**src/rtl/edge_replay.sv**
```systemverilog
// Rebuilds an 8-bit level waveform from a stream of gap-tagged edge masks.
// Entries queue in a small FIFO. One pending entry counts its gap down and is then XORed into dout.
module edge_replay #(
    parameter int DEPTH = 4,
    parameter int GAPW  = 4
) (
    input  logic            clk,
    input  logic            reset,
    input  logic            in_valid,
    input  logic [7:0]      in_mask,
    input  logic [GAPW-1:0] in_gap,
    output logic            in_ready,
    input  logic            flush,
    output logic [7:0]      dout,
    output logic [7:0]      edge_out,
    output logic            busy,
    output logic            fifo_empty
);

    localparam int AW = (DEPTH > 1) ? $clog2(DEPTH) : 1;
    localparam int CW = AW + 1;
    localparam logic [CW-1:0] FULL_CNT = CW'(DEPTH);

    logic [7:0]      mask_mem_q [DEPTH];
    logic [GAPW-1:0] gap_mem_q  [DEPTH];

    logic [AW-1:0]   wr_ptr_q, wr_ptr_d;
    logic [AW-1:0]   rd_ptr_q, rd_ptr_d;
    logic [CW-1:0]   count_q, count_d;
    logic            pend_valid_q, pend_valid_d;
    logic [7:0]      pend_mask_q, pend_mask_d;
    logic [GAPW-1:0] pend_cnt_q, pend_cnt_d;
    logic [7:0]      dout_q, dout_d;
    logic [7:0]      edge_q, edge_d;

    logic full, empty, push, apply, refill, mem_we;

    always_comb begin
        full   = (count_q == FULL_CNT);
        empty  = (count_q == '0);
        push   = in_valid && !full;
        apply  = pend_valid_q && (pend_cnt_q == '0);
        refill = (!pend_valid_q || apply) && !empty;
        mem_we = push;

        wr_ptr_d     = wr_ptr_q;
        rd_ptr_d     = rd_ptr_q;
        count_d      = count_q;
        pend_valid_d = pend_valid_q;
        pend_mask_d  = pend_mask_q;
        pend_cnt_d   = pend_cnt_q;
        dout_d       = dout_q;
        edge_d       = 8'h00;

        if (apply) begin
            dout_d = dout_q ^ pend_mask_q;
            edge_d = pend_mask_q;
        end else if (pend_valid_q) begin
            pend_cnt_d = pend_cnt_q - GAPW'(1);
        end

        // Refill on the apply edge itself so gap=0 entries stream one per cycle.
        if (refill) begin
            pend_mask_d  = mask_mem_q[rd_ptr_q];
            pend_cnt_d   = gap_mem_q[rd_ptr_q];
            pend_valid_d = 1'b1;
            rd_ptr_d     = rd_ptr_q + AW'(1);
        end else if (apply) begin
            pend_valid_d = 1'b0;
        end

        if (push) begin
            wr_ptr_d = wr_ptr_q + AW'(1);
        end
        count_d = count_q + {{(CW-1){1'b0}}, push} - {{(CW-1){1'b0}}, refill};

        // Flush drops everything queued or pending, including an apply due now; dout holds.
        if (flush) begin
            wr_ptr_d     = '0;
            rd_ptr_d     = '0;
            count_d      = '0;
            pend_valid_d = 1'b0;
            pend_cnt_d   = '0;
            dout_d       = dout_q;
            edge_d       = 8'h00;
            mem_we       = 1'b0;
        end
    end

    always_ff @(posedge clk) begin
        if (reset) begin
            wr_ptr_q     <= '0;
            rd_ptr_q     <= '0;
            count_q      <= '0;
            pend_valid_q <= 1'b0;
            pend_cnt_q   <= '0;
            dout_q       <= 8'h00;
            edge_q       <= 8'h00;
        end else begin
            wr_ptr_q     <= wr_ptr_d;
            rd_ptr_q     <= rd_ptr_d;
            count_q      <= count_d;
            pend_valid_q <= pend_valid_d;
            pend_cnt_q   <= pend_cnt_d;
            dout_q       <= dout_d;
            edge_q       <= edge_d;
        end
    end

    // Payload storage carries no reset; pend_valid and the occupancy count qualify it.
    always_ff @(posedge clk) begin
        pend_mask_q <= pend_mask_d;
        if (mem_we && !reset) begin
            mask_mem_q[wr_ptr_q] <= in_mask;
            gap_mem_q[wr_ptr_q]  <= in_gap;
        end
    end

    assign in_ready   = !full;
    assign busy       = pend_valid_q || !empty;
    assign fifo_empty = empty;
    assign dout       = dout_q;
    assign edge_out   = edge_q;

endmodule

```
**config.mk**
```make
export PLATFORM = sky130hd
export DESIGN_NAME = edge_replay
export DESIGN_NICKNAME = d
export VERILOG_FILES = /design/src/rtl/edge_replay.sv
export SDC_FILE = /design/constraint.sdc
export NUM_CORES = 1
export LEC_CHECK = 0
export BUFFER_PORTS_ARGS = -buffer_cell sky130_fd_sc_hd__buf_4
export CAP_MARGIN = 40
export CORE_ASPECT_RATIO = 0.6
export CORE_MARGIN = 2
export CORE_UTILIZATION = 60
export CTS_BUF_LIST = sky130_fd_sc_hd__clkbuf_4 sky130_fd_sc_hd__clkbuf_8 sky130_fd_sc_hd__clkbuf_16
export DETAILED_ROUTE_END_ITERATION = 10
export PLACE_DENSITY_LB_ADDON = 0.05
export SLEW_MARGIN = 25
export SYNTH_ARGS = -nofsm -noshare
export SYNTH_HDL_FRONTEND = slang
export SYNTH_SLANG_ARGS = --single-unit
```
**constraint.sdc**
```tcl
create_clock -name clk -period 7.67 [get_ports clk]
set_clock_uncertainty 0.1 [all_clocks]
set_input_delay 0.3835 -clock clk [delete_from_list [all_inputs] [get_ports clk]]
set_output_delay 0.3835 -clock clk [all_outputs]
set_load 0.03 [all_outputs]
```
# Yosys cells after proc, flatten, opt, wreduce, memory -nomap -nowiden
# Memories as Yosys holds them, arrays and structs flattened. A register that Yosys moved wholly into a read port is not among the register bits.
# Cells that the tools add are included.
# op_classes
add_sub_neg	5
mux	10
bitwise	3
shift	0
mul	0
magnitude_cmp	0
n_div	0
eq_ne	2
n_reduce_logical	18
# op_table
op	n
2-to-1 mux 4 bit	3
XOR 8 bit	1
2-to-1 mux 1 bit	5
adder 2 x 1 -> 2 bit, second input constant	2
logical AND 1 bit	4
logical NOT 1 bit	4
logical NOT 4 bit	1
2-to-1 mux 2 bit	2
AND reduction 2 bit	2
nonzero test 2 bit	2
subtractor 4 x 1 -> 4 bit, second input constant	1
adder 3 x 1 -> 3 bit	1
== test 3 bit, second input constant	1
logical NOT 3 bit	1
OR reduction 3 bit	1
subtractor 3 x 1 -> 3 bit	1
logical OR 1 bit	2
!= test 2 x 1 -> 1 bit, second input constant	1
NOT 1 bit	2
OR reduction 2 bit	1
# word_totals
latch_bits	0
output_inout_bits	19
inputBits	16
ramBits	48
romBits	0
reg_bits	28
mem_count	2
word_cells	47
# mem_list
memory	words	width	rd	rd_ports_with_merged_regs	write_ports	line_no	source
mask_mem_q	4	8	1	1	1	24	logic [7:0] mask_mem_q [DEPTH];
gap_mem_q	4	4	1	1	1	25	logic [GAPW-1:0] gap_mem_q [DEPTH];

# Logic depth before layout (Yosys ltp)
# Gate-level depths: netlist of the first run.
# logic_depth
word_depth	7
ltp_mapped	11
ltp_nobuf	11

# Worst setup path before layout of the first run
# Ideal clock, no wire load.
# synth_path
path_type	register -> register
start	register pend_cnt_q[0]
end	register count_q[2]
arrival_time_ps	2365
setup_ps	128
path_stages_with_launch	12
required_ps	7442
setup_slack_ps	5077
synth_period_minus_slack_ps	2593
n_path_buf	0
cell_sequence	dfxtp_1 > inv_1 > ha_1 > or3b_4 > a21oi_4 > ha_1 > inv_1 > ha_1 > fa_1 > xnor2_1 > xnor2_1 > nor2_1
# synth_between
elab_chain_cells	5
# synth_lines
element	line_no	source
from (decl)	32	logic [GAPW-1:0] pend_cnt_q, pend_cnt_d;
from (signal assigned)	104	pend_cnt_q <= pend_cnt_d;
logical NOT 4 bit	42	apply = pend_valid_q && (pend_cnt_q == '0);
logical AND 1 bit	42	
logical OR 1 bit	43	refill = (!pend_valid_q || apply) && !empty;
logical AND 1 bit	43	
net refill	36	logic full, empty, push, apply, refill, mem_we;
subtractor 3 x 1 -> 3 bit	75	count_d = count_q + {{(CW-1){1'b0}}, push} - {{(CW-1){1'b0}}, refill};
to (signal assigned)	102	count_q <= count_d;
to (decl)	29	logic [CW-1:0] count_q, count_d;
# The timed path passes the listed nets, and every way through them passes these cells.
# A chain may end at the register's enable or synchronous reset.

# Worst setup path after layout of the first run
# Same ends and word-level chain as after synthesis.

==> impl_metrics.ini, run 1 <==
[outcome]
status = complete, no violations

[logic_synthesis]
synth_cells = 207
yosysUniqueCellTypes = 34
synth.avg_cell_area_sq_um = 15.8
ys_seq_elements = 86
synth-seq-area-share_pct = 69.6
ys_warn_count = 0
syn_nets = 231
netlist_area_sq_um = 3280

[global_routing]
grt_overflow = 0
grt_max_degree = 17
grt_pass1_wl_um = 8450
grt_pass1_vias = 1696
grt_use_total_pct = 19.3
antenna_found_initial = 0

[die]
die_y_um = 61.3
fp-row-count = 20
start_util_pct = 63.6
die_w_um = 99.4
dieArea_sq_um = 6090
pin_count = 35
core_sq_um = 5150

[timing]
fmax_mhz = 360
setup-tns-final_ns = 0
max_slew.worst_pin.slew_ns = 0.666
finalSetupViolations = 0
min_period_ns = 2.78
fin_crit_sh_pct = 36.2
drv_slew = 0
hold_violations = 0
rsz0062_at_grt = no
setup_ws_ns = 4.89
relSlewSlack_pct = 55.6

[clock_tree]
clkLatencyLatePin_ns = 0.35
clock-sinks = 86
cts_buffers = 9
ctsLongestPathBuffers = 2
cts_resized = 0
cts_root_buf = clkbuf_8
cts_tree = done
clk_pin_slew_ns = 0.09
h-tree-depth = 3
cts.hold.buffers_added = 0
postCtsSetupRepairBufs = 0

[place]
place_inst = 300
gp_congestion = 0.726
dpl_cell_area_sq_um = 3590
post-place-ws_ns = 4.90
hpwl_um = 3600
port-buffer-count = 34

[min_path]
hp-class = input port to flop
min_path_cells = 1

[power]
ir_drop_uv = 168
p_leak_nw = 1.37
powerDensity_nw_per_um2 = 326

[final_layout]
post-route-util_pct = 73.9
area_delta_synth_final_pct = 16.2
final_common_cell = edfxtp_1
nets = 269
multi_input_area_sq_um = 930
layout_common_cells = edfxtp_1, buf_4, dfxtp_1
fin_area_sq_um = 3810
final_cells = 316
fillers = 315
regArea_sq_um = 2280
drive_above_1_share_pct = 26.8
antennaDiodeCount = 0

[route]
drc = 0
via_per_inst = 5.45
post_drt_wl_per_cell_um = 16.5
drtAntennaViolNets = 0
wirelength_um = 5220
vias = 1721
drtIter0Drc = 101
firstDrtPassIters = 4

[critical_path]
r2r_cells = 11
required_ns = 7.81
crit_fanout = 12
start_kind = flop
crit_type = flop to flop
crit_path_end_kind = flop
critPathArrivalTime_ns = 2.92

[run]
maxCapViolCount = 0
## cell type report
type                       count  area share, %
clock buffer                   9           3.25
tap                           66           2.17
clock inverter                 7           2.56
multi-input combinational    104           24.4
timing repair buffer          34           6.70
sequential                    86           59.9
inverter                      10          0.986
## flip-flops by register name (all words and copies together), names as in the netlist, named ones only
signal        count
count_q           3
dout              8
edge_out          8
gap_mem_q        16
mask_mem_q       32
pend_cnt_q        4
pend_mask_q       8
pend_valid_q      1
rd_ptr_q          2
wr_ptr_q          2
## routing by layer
layer  routed length (um)  vias up  track usage (%)
met5                    0        -                0
met4                   67        0             8.22
met3                  322        5             6.36
met2                 2290       40             29.2
met1                 2540      841             26.7
li1                     -      835                -
## final timing paths
path / slack [ns] / from / to
max: 4.89 / pend_cnt_q[0]$_SDFFE_PP0P_ / count_q[2]$_SDFF_PP0_
min: 0.12 / in_gap[2] / gap_mem_q[0][2]$_DFFE_PP_
max reg2reg: 4.89 / pend_cnt_q[0]$_SDFFE_PP0P_ / count_q[2]$_SDFF_PP0_
min reg2reg: 0.40 / pend_mask_q[7]$_DFFE_PN_ / edge_out[7]$_SDFF_PP0_
## worst max-delay path, stage by stage, from the launching register on
cell and delay (ns):
dfxtp_1 0.33, inv_1 0.07, ha_1 0.20, or3b_4 0.44
a21oi_4 0.37, ha_1 0.18, inv_1 0.04, ha_1 0.18
fa_1 0.38, xnor2_1 0.17, xnor2_1 0.14, nor2_1 0.06
## Yosys cell counts
cell,count,area (sq um)
and3_1,8,50.1
nor2_1,16,60.1
a211oi_2,1,12.5
nor3b_1,1,7.51
nor2b_1,1,6.26
nand4b_1,1,8.76
nor3_1,1,5.00
or3b_4,1,11.3
fa_1,1,20.0
a21oi_1,4,20.0
nand3b_1,8,60.1
a32oi_1,1,8.76
and2_1,6,37.5
a21oi_4,1,16.3
inv_1,10,37.5
nand2_1,5,18.8
xnor2_1,5,43.8
or2_2,1,6.26
ha_1,7,87.6
clkbuf_1,5,18.8
nand3_1,4,20.0
mux4_2,12,270
mux2i_1,1,10.0
o21ai_0,3,15.0
and2b_1,1,7.51
and4bb_2,1,12.5
buf_2,2,10.0
a31oi_1,2,12.5
or3b_1,1,8.76
xor2_1,8,70.1
nor3_4,1,16.3
nor4_1,1,6.26
dfxtp_1,30,601
edfxtp_1,56,1680
## kinds of logic after synthesis
group / count (synthesis) / share of synthesized area (%)
xor gates and xnor gates: 13 / 3.47
buffers and inverters: 17 / 2.02
and+or+nand+nor: 58 / 10.5
adders and majority gates: 8 / 3.28
AOI/OAI and AO/OA: 12 / 2.60
DFF: 86 / 69.6
muxes: 13 / 8.55
## through the flow
stage | power (mW) | hold WS (ns)
global route | 1.31 | 0.106
CTS | 1.25 | 0.106
global placement | 0.903 | 0.381
finish | 1.24 | 0.124
floorplan | 0.831 | 0.369
detailed placement | 0.913 | 0.386
## power breakdown
group | switching [mW] | leakage [nW] | internal (mW)
registers | 0.0495 | 0.751 | 0.557
logic | 0.165 | 0.515 | 0.129
clock network | 0.157 | 0.107 | 0.184
No activity file was read; power rests on OpenSTA's default activity.
==> inputs of run 2 (changes only) <==
CORE_UTILIZATION = 52   (was 60)
clock period = 2.5 ns   (was 7.67 ns; I/O delays follow)
==> impl_metrics.ini, run 2 (synthesis gave the netlist of run 1 again) <==
[power]
powerDensity_nw_per_um2 = 962
ir_drop_uv = 511
p_leak_nw = 1.47

[min_path]
hp-class = input port to flop

[critical_path]
cp_slowest_cell = or3b_4
required_ns = 2.64
crit_fanout = 5
crit_path_end_kind = flop
critPathMaxStageDelay_ns = 0.42
start_kind = flop
critPathArrivalTime_ns = 2.56
crit_type = flop to flop
critPathBufInv = 2
path_common_cell = ha_4
crit_path_cell_trace = inv_2 > ha_4 > or3b_4 > a21oi_4 > ha_4 > inv_2 > ha_4 > fa_2 > xnor2_2 > xnor2_1 > nor2_1
critPathTopFamily = adder cells

[final_layout]
final_common_cell = edfxtp_1
drive_above_1_share_pct = 32.1
area_delta_synth_final_pct = 23.7
largest_register_ffs = 32
post-route-util_pct = 66.4
largest-register = mask_mem_q
layout_common_cells = edfxtp_1, buf_4, dfxtp_1
reg_top3 = mask_mem_q x32, gap_mem_q x16
fin_area_sq_um = 4060
nets = 293
antennaDiodeCount = 0

[clock_tree]
clock-sinks = 86
ctsLongestPathBuffers = 2
cts_buffers = 9
cts_root_buf = clkbuf_8
clkLatencyLatePin_ns = 0.34
clk_pin_slew_ns = 0.09
h-tree-depth = 3
cts_tree = done

[route]
drtIter0Drc = 75
top_layer = met4
met2_length_um = 2680
drtAntennaViolNets = 0
met1Wirelength_um = 2780
vias = 1869
firstDrtPassIters = 5
via_per_inst = 5.22
post_drt_wl_per_cell_um = 16.3
met3RoutedLength_um = 323
wirelength_um = 5840
drc = 0

[die]
pin_count = 35
die_y_um = 65.5
fp-row-count = 22
core_sq_um = 6110
start_util_pct = 53.6
die_w_um = 107
dieArea_sq_um = 6980

[global_routing]
grt_pass1_vias = 1823
grt_overflow = 0
antenna_found_initial = 0
grt_max_degree = 17
grt_pass1_wl_um = 9270
grt_use_total_pct = 18.3

[outcome]
status = complete, no violations

[timing]
fin_crit_sh_pct = 96.8
min_period_ns = 2.42
drv_slew = 0
hold_violations = 0
finalSetupViolations = 0
holdWs_ns = 0.0966
relSlewSlack_pct = 57.8
rsz0062_at_grt = yes
max_slew.worst_pin.slew_ns = 0.631
fmax_mhz = 413

[place]
port-buffer-count = 34
hpwl_um = 3890
dpl_cell_area_sq_um = 3680
gp_congestion = 0.814

[run]
maxCapViolCount = 0
## run 2: cell types whose count changed in the layout (fill, tap and decap cells not counted), moves of 3 or more
cell,change
ha_1,-3
inv_1,-3
dlygate4sd3_1,+14
inv_6,+3
ha_4,+3
buf_4,+10
inv_2,+3
## run 2: cell type report
cell class,count,area [sq um]
Tap cell,84,105
Multi-Input combinational cell,104,980
Fill cell,435,2050
Clock inverter,7,55.1
Sequential cell,86,2280
Timing Repair Buffer,58,470
Inverter,10,37.5
Clock buffer,9,124
## run 2: metrics by stage
step                      TNS, ns  power (mW)  cells  setup WS, ns
after floorplan           -0.0101        2.58    207       -0.0101
after global placement          0        2.87    324         0.171
after detailed placement        0        2.92    324        0.0850
after CTS                       0        3.82    354        0.0539
after global routing      -0.0548        4.11    358       -0.0548
final                           0        3.90    358        0.0791
## run 2: report_power, final
part / switching (mW) / internal [mW] / total, mW
sequential: 0.171 / 1.71 / 1.88
clock: 0.492 / 0.373 / 0.865
combinational: 0.607 / 0.548 / 1.16
## run 2: path summary, 6_finish.rpt
kind / start / to / slack [ns] / cells after the start
min reg2reg: pend_mask_q[5]$_DFFE_PN_ / edge_out[5]$_SDFF_PP0_ / 0.42 / 1
max: pend_cnt_q[0]$_SDFFE_PP0P_ / count_q[2]$_SDFF_PP0_ / 0.08 / 11
min: flush / dout[6]$_SDFFE_PP0P_ / 0.1 / 4
max reg2reg: pend_cnt_q[0]$_SDFFE_PP0P_ / count_q[2]$_SDFF_PP0_ / 0.08 / 11
## run 2: per-layer routing
layer	track usage, %	up-vias
met5	0	-
met4	6.01	0
met3	5.26	6
met2	28.5	64
met1	25.3	915
li1	-	884
## run 2: tightest hold or removal path: cells and delay by family
kind	cells	cell delay [ns]
AND/OR/NAND/NOR	2	0.19
buffers and inverters	1	0.12
XOR/XNOR	1	0.06
## run 2: what timing repair did
item / in CTS / in global routing
hold buffers: 14 / 0
endpoints found under the setup margin: 0 / 2
setup buffers: 0 / 4
gates resized for setup: 0 / 4
endpoints found under the hold margin: 57 / 0
==> inputs of run 3 (changes only) <==
CORE_ASPECT_RATIO = 2   (was 0.6)
==> impl_metrics.ini, run 3 (synthesis gave the netlist of run 1 again) <==
[place]
gp_congestion = 0.724
place_inst = 328
dpl_cell_area_sq_um = 3700
port-buffer-count = 34
hpwl_um = 3530

[final_layout]
largest-register = mask_mem_q
final_common_cell = edfxtp_1
nets = 293
largest_register_ffs = 32
final_cells = 360
layout_common_cells = edfxtp_1, buf_4, dfxtp_1
area_delta_synth_final_pct = 27.3
fin_area_sq_um = 4170
fillers = 449
drive_above_1_share_pct = 31.4
reg_top3 = mask_mem_q x32, gap_mem_q x16
antennaDiodeCount = 0

[clock_tree]
h-tree-depth = 3
cts_buffers = 9
clkLatencyLatePin_ns = 0.33
clk_pin_slew_ns = 0.06
ctsLongestPathBuffers = 2
cts_root_buf = clkbuf_16
clock-sinks = 86
cts_tree = done
cts_resized = 0

[power]
p_leak_nw = 1.54
pwr-share-seq_pct = 42.8
clock_power_share_pct = 32.1
sw_frac_of_total_pct = 27.7
ir_drop_uv = 631
power.switching_mw = 1.20
powerDensity_nw_per_um2 = 1030
p_int_mw = 3.11
pwr-share-comb_pct = 25.1

[run]
maxCapViolCount = 0

[critical_path]
r2r_start = pend_cnt_q[0]$_SDFFE_PP0P_
critPathMaxStageDelay_ns = 0.41
crit_start = pend_cnt_q[0]$_SDFFE_PP0P_
r2r_setup_slack_ns = 0.1
critPathArrivalTime_ns = 2.52
crit_path_end_kind = flop
start_kind = flop
rr_endpoint = count_q[2]$_SDFF_PP0_
r2r_cells = 11
crit_fanout = 5
crit_path_cell_trace = inv_2 > ha_4 > or3b_4 > a21oi_4 > ha_1 > inv_1 > ha_2 > fa_2 > xnor2_2 > xnor2_1 > nor2_1
required_ns = 2.62
cp_slowest_cell = or3b_4
crit_type = flop to flop

[global_routing]
grt_use_total_pct = 18.0
antenna_found_initial = 0
grt_pass1_wl_um = 8790
grt_max_degree = 17
grt_pass1_vias = 1859
grt_overflow = 0

[outcome]
status = complete, no violations

[die]
pin_count = 35
die_w_um = 60.1
start_util_pct = 52.8
die_y_um = 116
core_sq_um = 6210
dieArea_sq_um = 6990
fp-row-count = 41

[route]
firstDrtPassIters = 4
post_drt_wl_per_cell_um = 14.6
via_per_inst = 5.01
drtAntennaViolNets = 0
wirelength_um = 5270
vias = 1803
drtIter0Drc = 64
drc = 0

[timing]
fmax_mhz = 416
relSlewSlack_pct = 55.8
fin_crit_sh_pct = 96.1
finalSetupViolations = 0
hold_violations = 0
rsz0062_at_grt = no
setup-tns-final_ns = 0
max_slew.worst_pin.slew_ns = 0.662
holdWs_ns = 0.116
min_period_ns = 2.40
drv_slew = 0

[min_path]
min_path_cells = 4
hp-class = input port to flop
whs_endpoint = dout[4]$_SDFFE_PP0P_
hold_start = flush
run 3: worst max-delay path by stage:
stage / endpoint
final: count_q[2]$_SDFF_PP0_
after global routing: count_q[2]$_SDFF_PP0_
after CTS: count_q[2]$_SDFF_PP0_
after detailed placement: count_q[2]$_SDFF_PP0_
after global placement: count_q[2]$_SDFF_PP0_
after floorplan: count_q[2]$_SDFF_PP0_
run 3: power by group through the flow:
stage / Clock (mW) / Sequential (mW) / Combinational (mW)
floorplan: 0 / 1.86 / 0.728
global placement: 0 / 1.87 / 1.01
detailed placement: 0 / 1.88 / 1.04
CTS: 1.42 / 1.85 / 1.06
global route: 1.49 / 1.87 / 1.20
finish: 1.38 / 1.85 / 1.08
run 3: repair_timing:
action                                 4_1_cts  5_1_grt
endpoints found under the hold margin       57        0
setup endpoints to repair                    0        1
buffers inserted                             0        2
hold buffers                                14        0
run 3: routing by layer:
layer  routed length [um]  GRT usage, %  vias to the layer above  part of all wire, %
met3                  204          5.20                        5                  3.9
met4                  100          9.63                        0                  1.9
li1                     -             -                      881                    -
met2                 2900          30.1                       39                   55
met5                    0             0                        -                    0
met1                 2060          20.0                      878                   39
run 3: critical path, delay by kind of cell, from the launching register on:
kind | cells | cell delay (ns)
adder cells (fa/ha/maj) | 4 | 0.84
AND/OR/NAND/NOR | 2 | 0.46
flip-flops | 1 | 0.33
XOR/XNOR | 2 | 0.30
AO/OA/AOI/OAI | 1 | 0.14
buffers and inverters | 2 | 0.11
run 3: cell type report:
| class | count | area, sq um | share of cell area, % |
|---|---|---|---|
| Clock buffer | 10 | 233 | 5.58 |
| Multi-Input combinational cell | 104 | 955 | 22.9 |
| Inverter | 10 | 37.5 | 0.899 |
| Timing Repair Buffer | 58 | 470 | 11.3 |
| Clock inverter | 6 | 86.3 | 2.07 |
| Sequential cell | 86 | 2280 | 54.7 |
| Tap cell | 86 | 108 | 2.58 |
run 3: metrics by stage:
step | utilization, % | worst slack, ns | total power [mW]
2_1_floorplan | - | -0.0101 | 2.58
3_3_place_gp | 59.6 | 0.170 | 2.88
3_5_place_dp | 59.6 | 0.101 | 2.92
4_1_cts | 67.0 | 0.0739 | 4.33
5_1_grt | 67.2 | 0.00357 | 4.56
6_report | 67.2 | 0.0970 | 4.31
